### src/rtl/serial_compare_ctrl.sv
// Sequencer that time-shares an external 1-bit comparator slice to compare two
// unsigned operands MSB-first, stopping at the first differing bit.
//
// state   | meaning
// --------+-------------------------------------------------------------
// IDLE    | waiting for start; slice inputs parked at 0
// COMPARE | presenting a_reg[idx]/b_reg[idx] to the slice, idx counts down
// DONE    | one-cycle done pulse, results already registered
module serial_compare_ctrl #(
    parameter  int WIDTH = 8,
    localparam int IDX_W = $clog2(WIDTH)
) (
    input  logic             clk,
    input  logic             rst_n,
    input  logic             start,
    input  logic [WIDTH-1:0] a,
    input  logic [WIDTH-1:0] b,
    output logic             bit_a,
    output logic             bit_b,
    input  logic             slice_lt,
    input  logic             slice_gt,
    input  logic             slice_eq,
    output logic             busy,
    output logic             done,
    output logic             a_lt_b,
    output logic             a_gt_b,
    output logic             a_eq_b,
    output logic             err
);

    typedef enum logic [1:0] {
        IDLE    = 2'd0,
        COMPARE = 2'd1,
        DONE    = 2'd2
    } state_t;

    state_t             state, state_nxt;
    logic [WIDTH-1:0]   a_reg, a_reg_nxt;
    logic [WIDTH-1:0]   b_reg, b_reg_nxt;
    logic [IDX_W-1:0]   idx, idx_nxt;
    logic               lt_nxt, gt_nxt, eq_nxt, err_nxt;
    logic               slice_ok;

    always_ff @(posedge clk or negedge rst_n) begin
        if (!rst_n) begin
            state  <= IDLE;
            a_reg  <= '0;
            b_reg  <= '0;
            idx    <= '0;
            a_lt_b <= 1'b0;
            a_gt_b <= 1'b0;
            a_eq_b <= 1'b0;
            err    <= 1'b0;
        end else begin
            state  <= state_nxt;
            a_reg  <= a_reg_nxt;
            b_reg  <= b_reg_nxt;
            idx    <= idx_nxt;
            a_lt_b <= lt_nxt;
            a_gt_b <= gt_nxt;
            a_eq_b <= eq_nxt;
            err    <= err_nxt;
        end
    end

    // A healthy slice asserts exactly one of its three outputs.
    assign slice_ok = slice_eq ? !(slice_lt || slice_gt) : (slice_lt ^ slice_gt);

    always_comb begin
        state_nxt = state;
        a_reg_nxt = a_reg;
        b_reg_nxt = b_reg;
        idx_nxt   = idx;
        lt_nxt    = a_lt_b;
        gt_nxt    = a_gt_b;
        eq_nxt    = a_eq_b;
        err_nxt   = err;
        busy      = 1'b0;
        done      = 1'b0;
        bit_a     = 1'b0;
        bit_b     = 1'b0;

        case (state)
            IDLE: begin
                if (start) begin
                    a_reg_nxt = a;
                    b_reg_nxt = b;
                    idx_nxt   = IDX_W'(WIDTH - 1);
                    state_nxt = COMPARE;
                end
            end
            COMPARE: begin
                busy  = 1'b1;
                bit_a = a_reg[idx];
                bit_b = b_reg[idx];
                if (!slice_ok) begin
                    lt_nxt    = 1'b0;
                    gt_nxt    = 1'b0;
                    eq_nxt    = 1'b0;
                    err_nxt   = 1'b1;
                    state_nxt = DONE;
                end else if (slice_eq) begin
                    if (idx == '0) begin
                        lt_nxt    = 1'b0;
                        gt_nxt    = 1'b0;
                        eq_nxt    = 1'b1;
                        err_nxt   = 1'b0;
                        state_nxt = DONE;
                    end else begin
                        idx_nxt = idx - IDX_W'(1);
                    end
                end else begin
                    lt_nxt    = slice_lt;
                    gt_nxt    = slice_gt;
                    eq_nxt    = 1'b0;
                    err_nxt   = 1'b0;
                    state_nxt = DONE;
                end
            end
            DONE: begin
                done      = 1'b1;
                state_nxt = IDLE;
            end
            default: state_nxt = IDLE;
        endcase
    end

endmodule

### config.mk
export PLATFORM = sky130hd
export DESIGN_NAME = serial_compare_ctrl
export DESIGN_NICKNAME = d
export VERILOG_FILES = /design/src/rtl/serial_compare_ctrl.sv
export SDC_FILE = /design/constraint.sdc
export NUM_CORES = 1
export LEC_CHECK = 0
export ABC_AREA = 1
export CORE_MARGIN = 10
export CORE_UTILIZATION = 52
export CTS_CLUSTER_SIZE = 12
export DETAILED_ROUTE_END_ITERATION = 10
export PLACE_DENSITY = 0.91
export SLEW_MARGIN = 10
export SYNTH_ARGS = -nofsm -noshare
export SYNTH_HDL_FRONTEND = slang
export SYNTH_SLANG_ARGS = --single-unit
### constraint.sdc
create_clock -name clk -period 3 [get_ports clk]
set_input_delay 0.3 -clock clk [delete_from_list [all_inputs] [get_ports clk]]
set_output_delay 0.3 -clock clk [all_outputs]
set_load 0.01 [all_outputs]
After elaboration in Yosys (flattened, before gate mapping)
Index checks and enable logic that the tools add are counted.

word-level totals
  ROM bits = 0
  input bits = 22
  memories kept = 0
  flip-flop bits (word level) = 25
  word-level logic and storage cells = 57
  output and inout port bits = 8
  latch bits = 0
  RAM bits = 0

operators by class
  equal/unequal tests = 8
  divide/modulo/power cells = 0
  order comparisons = 1
  add/sub/neg operators = 1
  bitwise gates (word level) = 1
  $mul = 0
  reductions and logical operators = 9
  mux-type cells = 29
  shifts and indexed selects = 0

operator list
  operator               count
  $mux W1                17
  $mux W3                4
  $mux W2                4
  $ne A2 B2 Y1 const B   4
  $bmux W1 S3            2
  $pmux W3 S2            1
  $reduce_and A2 Y1      3
  $reduce_and A5 Y1      1
  $lt A3 B4 Y1 const B   1
  $ne A4 B4 Y1 const B   1
  $pmux W2 S2            1
  $logic_not A3 Y1       1
  $ne A3 B2 Y1 const B   1
  $sub A3 B1 Y3 const B  1
  $eq A2 B1 Y1 const B   1
  $eq A2 B2 Y1 const B   1
  $logic_not A2 Y1       1
  $reduce_bool A2 Y1     1
  $logic_not A1 Y1       1
  $logic_or A1 B1 Y1     1
  $xor A1 B1 Y1          1

Logic depth before layout (Yosys ltp)
  depth in word-level cells = 5
  gate-level depth with buffers = 9
  depth with buffers taken out = 9

Least setup slack after synthesis
Ideal clock, no wire load.

  path type = reg-to-reg
  from = register idx[0]
  to = register a_eq_b
  setup time = 0.119 ns
  data arrival time = 1.136 ns
  cell stages (with the launch flop) = 9
  setup slack = 1.745 ns
  path through = dfrtp_1 > buf_6 > inv_2 > ha_1 > nand2_2 > nand2_2 > nand2_2 > inv_2 > o21a_1

on the way
  longest elaborated chain between the ends = 3

ends and longest elaborated chain
  element                             RTL line  RTL
  from (decl)                         40        logic [IDX_W-1:0] idx, idx_nxt;
  from (signal assigned)              58        idx <= idx_nxt;
  $logic_not A3 Y1                    103       if (idx == '0) begin
  $ne A3 B2 Y1 (no source line)       n/a
  $reduce_and A2 Y1 (no source line)  n/a
  to (signal assigned)                61        a_eq_b <= eq_nxt;
  to (decl)                           27        output logic a_eq_b,

No other way between the ends.
A chain may end at the register's enable or synchronous reset.

Worst setup path in the final report
  from = register idx[0]
  to = output port bit_a

on the way
  longest elaborated chain between the ends = 3

ends and longest elaborated chain
  element                        RTL line  RTL
  $bmux W1 S3                    94        bit_a = a_reg[idx];
  $mux W1 (implied by the code)  94
  $mux W1                        83        case (state)
  to (decl)                      18        output logic bit_a,

No other way between the ends. The select of a mux whose other input is x is not followed.

==> results.toml <==
[status]
outcome = "complete, no violations"

[final_layout]
num_antenna_cells = 0
postLayoutCellArea_mm2 = 0.001565
seq_area_um2 = 625.6
layout.cells.non_filler = 213
fillers = 180
finish.net_count = 211
drive_above_1_share = 0.07568
multi_input_area_um2 = 479.2
area_growth_pct = 26.49

[sta]
worstMarginPinSlew_ps = 345.0
slew_headroom = 0.7700
finalCritPeriodShare = 0.7583
min_period_ps = 2275
clock_skew_ps = 8.069
maxSlewViolCount = 0
hold_violations = 0
fin_hold_ws_ps = 325.8
timing.fmax_mhz = 439.6
setup_viol = 0
finalSetupTns_ps = 0
rsz0062_at_grt = "false"

[placement]
portBuffers = 29
hpwlAfterDp_um = 2244
routabilityCongestion = 0.9274
dp.cells = 209
post_dp_cell_area_mm2 = 0.001539

[detailed_routing]
first_iter_violations = 52
vias = 1059
firstDrtPassIters = 6
via_per_inst = 4.972
route.detailed.drc = 0
wl_per_cell_um = 13.49
postRouteAntennaNets = 0
wirelength_um = 2874

[critical_path]
cp_max_fo = 11
cp_data_required_time_ps = 2700
critPathKind = "flip-flop to output port"
arrival_ps = 1970
worstSetupStartpointType = "flip-flop"
endpoint_kind = "output port"

[synth]
yosysTopAreaCell = "dfrtp_1"
syn-cell-area_mm2 = 0.001237
synth.avg_cell_area_um2 = 7.983
synth_edf_count = 0
synthFlopType = "dfrtp_1"
synthArstFlopShare = 1.000
synth_commonest_cells = "nand2_1, nor2_1, dfrtp_1, inv_1, a21oi_1"
synth_cell_types = 18
synthCells = 155
yosysWarnings = 0
synth_fp_nets = 180
synth.yosys.seq_area_share = 0.5056
yosysMostFrequentCell = "nand2_1"
synthTopCellsByArea = "dfrtp_1, nand2_1, nor2_1"
synth_seq_cells = 25
synthDominantCellAreaShare = 0.5056

[pwr]
p_int_w = 0.0006373
power_switching_w = 0.0003389
p_leak_nw = 0.8002
pwr-share-comb = 0.367
p_per_area_mw_per_mm2 = 623.7
pwr-share-seq = 0.482
switching_share = 0.3471
ir_drop_v = 0.0004430
power_frac_clock = 0.151

[cts]
root_buffer = "clkbuf_4"
clkSinkCount = 25
post_cts_resized = 0
clkTransAtPathRegs_ps = 130
postCtsSetupBuffers = 0
holdBufCountCts = 0
h-tree-depth = 1
ctsLongestPathBuffers = 2
cts_buffers = 3
cts_tree = "done"
worstSkewPairLatency_ps = 320

[run]
drv_cap = 0

[global_routing]
grt-ovfl-total = 0
antenna_found_initial = 0
grt_pass1_wl_um = 4926
grt_usage = 0.1354
grt_pass1_vias = 1140
grt_max_degree = 36

[floorplan]
core_mm2 = 0.002233
initial_core_util = 0.5541
die_area_mm2 = 0.004731
rows = 17
fp.dieH_um = 68.78
ios = 30
die_w_um = 68.78

[worst_hold_path]
hold_path_class = "input port to asynchronous set/reset pin"
-- power by group through the flow --
stage,registers [W],clock network [W],logic [W]
final,0.000470,0.000148,0.000358
after CTS,0.000470,0.000152,0.000360
after global placement,0.000471,0,0.000340
after floorplan,0.000474,0,0.000213
after detailed placement,0.000477,0,0.000358
after global routing,0.000479,0.000170,0.000403
-- cell families after synthesis --
kind of cell    synth area share
buf+inv                   0.1072
simple gates              0.2679
flops                     0.5056
compound gates           0.08898
fa+ha+maj                0.03034
-- layout by cell type, fill, tap and decap left out, drive strengths merged --
cell type	n
clkbuf	4
nand2	34
nor2	27
nand3	14
buf	1
clkdlybuf4s50	29
inv	27
dfrtp	25
o211ai	1
ha	3
o21a	1
o21ai	3
a21oi	16
-- path summary, 6_finish.rpt --
check / from / endpoint / cells past startpoint / slack (ps)
worst max-delay path: idx[0] / bit_a / 7 / 730
worst min-delay path: rst_n / a_reg[4] / 2 / 330
worst max register to register: idx[0] / idx[2] / 8 / 1450
worst min register to register: a_lt_b / a_lt_b / 2 / 510
max in group asynchronous: rst_n / b_reg[0] / 2 / 2420
min in group clk: a_lt_b / a_lt_b / 2 / 510
-- area by class of cell --
type | instances | area share
flip-flops and latches | 25 | 0.3997
multi-input cells | 99 | 0.3062
repair buffers | 30 | 0.1902
inverters | 27 | 0.06475
well taps | 28 | 0.02238
clock buffers | 4 | 0.01679
-- critical path, cell delays in order, from the launching register on --
cell,delay (ps)
dfrtp_1,540
inv_2,160
nand2_1,90
nand3_1,70
nand3_1,110
nand2_1,50
nor2_1,90
clkdlybuf4s50_1,540
-- through the flow --
| stage | util | setup slack [ps] | power (W) |
|---|---|---|---|
| 6_report | 0.7008 | 725.2 | 0.0009762 |
| 3_3_place_gp | 0.6891 | 1190 | 0.0008116 |
| 5_1_grt | 0.7008 | 577.8 | 0.001052 |
| 3_5_place_dp | 0.6891 | 1135 | 0.0008352 |
| 4_1_cts | 0.7008 | 761.9 | 0.0009817 |
| 2_1_floorplan | - | 1745 | 0.0006870 |
-- routing by layer --
layer / part of all wire / wire (um) / track usage
met1: 0.40 / 1137 / 0.1485
met2: 0.51 / 1461 / 0.2419
met3: 0.091 / 261 / 0.04831
met4: 0.0049 / 14 / 0.03695
met5: 0 / 0 / 0
(Power assumes the default switching activity.)
